**src/rtl/alu_op_sequencer.sv**
```systemverilog
// alu_op_sequencer: three-state issue/writeback control around an external 8-bit combinational ALU.
// One op per 3 cycles, no buffering; `define IMM_OPERAND_EN adds an immediate B operand.
module alu_op_sequencer #(
  parameter int NREGS = 8,
  parameter int DW    = 8
) (
  input  logic          clk,
  input  logic          rst,
  input  logic          cmd_valid,
  output logic          cmd_ready,
  input  logic [2:0]    cmd_op,
  input  logic [2:0]    cmd_dst,
  input  logic [2:0]    cmd_srca,
  input  logic [2:0]    cmd_srcb,
`ifdef IMM_OPERAND_EN
  input  logic          cmd_imm_sel,
  input  logic [DW-1:0] cmd_imm,
`endif
  output logic [DW-1:0] alu_a,
  output logic [DW-1:0] alu_b,
  output logic [2:0]    alu_n,
  input  logic [DW-1:0] alu_r,
  input  logic [3:0]    alu_cc,
  output logic [3:0]    cc_q,
  output logic          done,
  input  logic [2:0]    rd_addr,
  output logic [DW-1:0] rd_data
);

  typedef enum logic [1:0] {
    S_IDLE  = 2'd0,
    S_ISSUE = 2'd1,
    S_WB    = 2'd2
  } state_t;

  state_t        r_state;
  state_t        w_next_state;
  logic          w_accept;
  logic [DW-1:0] w_opb;

  logic [DW-1:0] r_rf [NREGS];
  logic [2:0]    r_dst;
  logic [DW-1:0] r_alu_a;
  logic [DW-1:0] r_alu_b;
  logic [2:0]    r_alu_n;
  logic [DW-1:0] r_result;
  logic [3:0]    r_cc_stage;
  logic [3:0]    r_cc_q;
  logic          r_done;

  always_ff @(posedge clk) begin
    if (rst) begin
      r_state <= S_IDLE;
    end else begin
      r_state <= w_next_state;
    end
  end

  always_comb begin
    w_next_state = r_state;
    case (r_state)
      S_IDLE:  if (w_accept) w_next_state = S_ISSUE;
      S_ISSUE: w_next_state = S_WB;
      S_WB:    w_next_state = S_IDLE;
      default: w_next_state = S_IDLE;
    endcase
  end

  always_comb begin
    cmd_ready = (r_state == S_IDLE);
  end

  assign w_accept = cmd_valid && cmd_ready;

`ifdef IMM_OPERAND_EN
  assign w_opb = cmd_imm_sel ? cmd_imm : r_rf[cmd_srcb];
`else
  assign w_opb = r_rf[cmd_srcb];
`endif

  // ALU drive registers only move on accept, so the ALU inputs stay quiet otherwise.
  always_ff @(posedge clk) begin
    if (rst) begin
      for (int i = 0; i < NREGS; i++) begin
        r_rf[i] <= '0;
      end
      r_dst      <= '0;
      r_alu_a    <= '0;
      r_alu_b    <= '0;
      r_alu_n    <= '0;
      r_result   <= '0;
      r_cc_stage <= '0;
      r_cc_q     <= '0;
      r_done     <= 1'b0;
    end else begin
      r_done <= (r_state == S_WB);
      if (w_accept) begin
        r_dst   <= cmd_dst;
        r_alu_a <= r_rf[cmd_srca];
        r_alu_b <= w_opb;
        r_alu_n <= cmd_op;
      end
      if (r_state == S_ISSUE) begin
        r_result   <= alu_r;
        r_cc_stage <= alu_cc;
      end
      if (r_state == S_WB) begin
        r_rf[r_dst] <= r_result;
        r_cc_q      <= r_cc_stage;
      end
    end
  end

  assign alu_a   = r_alu_a;
  assign alu_b   = r_alu_b;
  assign alu_n   = r_alu_n;
  assign cc_q    = r_cc_q;
  assign done    = r_done;
  assign rd_data = r_rf[rd_addr];

endmodule

```
**config.mk**
```make
export PLATFORM = sky130hd
export DESIGN_NAME = alu_op_sequencer
export DESIGN_NICKNAME = d
export VERILOG_FILES = /design/src/rtl/alu_op_sequencer.sv
export SDC_FILE = /design/constraint.sdc
export NUM_CORES = 1
export LEC_CHECK = 0
export ABC_CLOCK_PERIOD_IN_PS = 1750
export CORE_MARGIN = 3
export CORE_UTILIZATION = 50
export CTS_CLUSTER_DIAMETER = 50
export CTS_CLUSTER_SIZE = 10
export DETAILED_ROUTE_END_ITERATION = 12
export DONT_BUFFER_PORTS = 1
export PLACE_DENSITY = 0.66
export SLEW_MARGIN = 10
export SYNTH_ARGS = -nofsm -noshare
export SYNTH_HDL_FRONTEND = slang
export SYNTH_SLANG_ARGS = --single-unit
```
**constraint.sdc**
```tcl
create_clock -name clk -period 1.75 [get_ports clk]
set_clock_uncertainty 0.05 [all_clocks]
set_input_delay 0 -clock clk [delete_from_list [all_inputs] [get_ports clk]]
set_output_delay 0 -clock clk [all_outputs]
set_load 0.05 [all_outputs]
```
==> results.md <==
- The number of global-route vias before repair is roughly 3700.
- The first detailed-routing pass took 5 iterations.
- CTS placed an instance of sky130_fd_sc_hd__clkbuf_8 at the clock tree root.
- The mean instance size in the synthesized netlist is 12.5 sq um.
- For this block, the initial DRC count from the detailed router was 278.
- The floorplan die area is approximately 12000 sq um.
- For this configuration, the core starts out at a cell density of 0.519.
- Relative to the synthesized area, the layout overhead comes to 19.5%.
- The floorplan has 37 rows.
- After routing the design area is 6430 sq um.
- The number of primary I/O pins is 63.
- The wire length per cell after detailed routing is 21.6 um.
- In the finished design, the share of the clock period the worst path needs comes to 1.04.
- The aggregate global routing overflow is 0.
- The pin count of the biggest net entering global routing is 35.
- The global-route wire length before repair is 21300 um.
- The net count of the finished layout is 547.
- Buffers inserted during clock tree synthesis total 9.
- Clock latency on the worst-skew pair, taken at its later pin, is 0.37 ns.
- The synthesized instance count is 430.
- The number of antenna violations at the first check in global routing is 0.
- The critical path startpoint category is a flip-flop.
- Measured against its own limit, the worst slew margin works out to 0.448.
- The tool flagged a number of max-cap violations equal to 0.
- The final setup violation count is 5.
- The TritonCTS clock tree is yes.
- The final reports fail on setup timing.
- The Yosys step of the flow raised 0 warnings.
- The synthesized net count is between 400 and 500.
- The count of unique library cells instantiated by Yosys is 26.
- After detailed routing, the number of vias per cell comes to 5.92.
- The worst register-to-register path begins at r_dst[0].
- The number of failing hold endpoints at the final stage was 0.
- Counting cells, the worst reg-to-reg path comes to 3.
- STA puts the critical path data arrival time at 1.77 ns.
- The height of the die is 110 um.
- The overall power is 5.22 mW.
- The part of the Yosys area used for sequential elements is 0.510.
- The count of nets left with antenna violations once routing finished came out at 0.
- The worst-path maximum fanout is 3.
- The ratio of cells with drive above 1 in the final layout is 0.257.
- For this run, the share of the core covered by cells in the final layout is 0.620.
- For the finished layout, the period the worst path requires is 1.82 ns.
- Wires add up to 14200 um.
- The count of antenna diodes in the layout is 0.
- Setup repair after global routing could not meet its margin everywhere.
- The slew at the pin closest to its max-slew limit is 0.827 ns.
- Tracing the worst setup path back leads to its startpoint at r_rf[6][3].
- In this run the cell area measured after placement is 5710 sq um.
- For this design the ratio of total power to cell area is 812 nW/um^2.
- The floorplan die width is 110 um.
- The HPWL after detailed placement is just under 10000 um.
- Summing every instance area after synthesis gives 5380 sq um.
- The congestion estimate from routability-driven global placement came to between 0.9 and 1.
- In this run the tool buffered the top-level ports with 0 buffer cells.
- The total via count in the routed design is 3897.
- The capture instance of the worst register-to-register path is r_rf[2][5].
- The flow ran to the end, but the final reports show violations.
- The sink count of the clock tree is 105.
- The clock passes through at most 2 buffers.
- STA puts the critical path data required time at 1.70 ns.
- The global-route total usage across every layer is 0.242.
- The kind of end point of the critical path is an output port.
- The final count of pins violating max slew is 0.
- Summed over all cells, the static leakage comes to roughly 2.6 nW.
- After floorplanning, the core was sized to cover 10400 sq um.
- Across all register-to-register paths, the minimum setup slack is 0.10 ns.
- The combined area of the multi-input logic cells is 2460 sq um.
- Derived from the worst setup path, the maximum achievable clock frequency is 549 MHz.
- The worst hold path class is in -> reg.
- The combined flip-flop and latch cell area is around 2700 sq um.
- The number of storage elements in the synthesis netlist is 105.
- The H-tree was split into 3 levels.
- After layout, the worst setup slack is -0.0725 ns.
- After clock tree synthesis, the clock-pin slew on the worst setup and hold paths is 0.10 ns.
- The worst voltage drop across the vdd grid is 0.515 mV.
- In the routed design, unresolved DRC markers number 0.
- The total of fill cells in the finished design is 825.
- The worst setup path is of the reg -> out kind.
- In this run the worst setup path terminates at rd_data[3].
[report_power, final]
part           switching (mW)  internal, mW
Sequential              0.108          2.72
Clock                   0.860         0.672
Combinational           0.481         0.373
[registers in the layout, summed over array words and instances, names as in the netlist]
| register | cells |
|---|---|
| cc_q | 4 |
| alu_b | 8 |
| done | 1 |
| alu_a | 8 |
| r_state | 2 |
| r_dst | 3 |
| alu_n | 3 |
| r_cc_stage | 4 |
| r_result | 8 |
| r_rf | 64 |
[cell usage after synthesis (all sizes together)]
cell / number / share of area
a21oi: 12 / 0.011
a22oi: 32 / 0.045
a32o: 16 / 0.030
and2: 66 / 0.077
buf: 20 / 0.023
clkbuf: 9 / 0.0063
clkinv: 1 / 0.00070
dfxtp: 41 / 0.15
edfxtp: 64 / 0.36
mux2: 8 / 0.017
mux2i: 74 / 0.14
mux4: 16 / 0.077
nand2: 25 / 0.017
nand2b: 2 / 0.0023
nand4bb: 1 / 0.0021
nor2: 23 / 0.018
nor2b: 7 / 0.0081
nor3b: 1 / 0.0014
or2: 8 / 0.0093
or4: 1 / 0.0014
or4b: 3 / 0.0056
[per-layer routing]
layer | global-route usage | vias up | wire [um]
met3 | 0.0446 | 29 | 1010
met2 | 0.376 | 200 | 6500
met1 | 0.338 | 1889 | 6180
met4 | 0.0926 | 0 | 494
met5 | 0 | - | 0
li1 | - | 1779 | -
[worst max-delay path, cell delays in order (launching register included)]
cell and delay (ns):
sky130_fd_sc_hd__edfxtp_1 0.48, sky130_fd_sc_hd__mux4_2 0.55, sky130_fd_sc_hd__mux2_4 0.38
[through the flow]
stage                     hold WS (ns)  TNS [ns]  worst slack, ns  instances
final                           0.0232    -0.132          -0.0725        658
after global routing            0.0170    -0.363           -0.118        658
after CTS                      0.00300    -0.210          -0.0793        642
after detailed placement        0.0259         0           0.0795        579
after global placement          0.0238         0            0.127        579
after floorplan                 0.0860         0           0.0745        430
[final cells by class]
cell class                      count  area share
Multi-Input combinational cell    295       0.383
Timing Repair Buffer              105       0.134
Clock buffer                       10      0.0199
Clock inverter                      6      0.0103
Inverter                            1    0.000584
Tap cell                          136      0.0265
Sequential cell                   105       0.427
[timing repair]
action | 4_1_cts | 5_1_grt
setup endpoints to repair | 8 | 20
buffers inserted | 23 | 16
hold buffers | 24 | 0
gates resized for setup | 18 | 6
endpoints found under the hold margin | 105 | 0
pin swaps | 0 | 0
[cell usage in the layout (no fill, tap or decap), types with 3 or more instances in the layout]
master and count:
sky130_fd_sc_hd__or4b_1 3, sky130_fd_sc_hd__nor2_2 6, sky130_fd_sc_hd__edfxtp_1 64, sky130_fd_sc_hd__a22oi_1 32, sky130_fd_sc_hd__clkbuf_8 9, sky130_fd_sc_hd__dfxtp_1 41, sky130_fd_sc_hd__dlygate4sd3_1 23, sky130_fd_sc_hd__mux2i_1 74
sky130_fd_sc_hd__and2_1 66, sky130_fd_sc_hd__a32o_1 16, sky130_fd_sc_hd__nand2_1 25, sky130_fd_sc_hd__buf_4 81, sky130_fd_sc_hd__a21oi_1 12, sky130_fd_sc_hd__nor2b_1 7, sky130_fd_sc_hd__mux2_4 8, sky130_fd_sc_hd__mux4_2 15
sky130_fd_sc_hd__or2_2 7, sky130_fd_sc_hd__nor2_1 17
[cells by family after synthesis]
logic type / count (synthesis) / share of synthesized area
and+or+nand+nor: 137 / 0.143
DFF: 105 / 0.510
muxes: 98 / 0.232
AOI/OAI and AO/OA: 60 / 0.0856
buffers and inverters: 30 / 0.0295
[how the worst min path moves through the flow]
stage | from | to | slack (ns) | cells past startpoint
after floorplan | alu_cc[0] | r_cc_stage[0] | 0.09 | 2
after global placement | rst | r_cc_stage[0] | 0.02 | 1
after detailed placement | rst | r_cc_stage[2] | 0.03 | 1
after CTS | cmd_srcb[0] | alu_b[2] | 0.003 | 3
after global routing | cmd_srcb[0] | alu_b[1] | 0.02 | 3
final | cmd_srcb[0] | alu_b[3] | 0.02 | 3
Note: power is estimated with default switching activity, not from simulation.
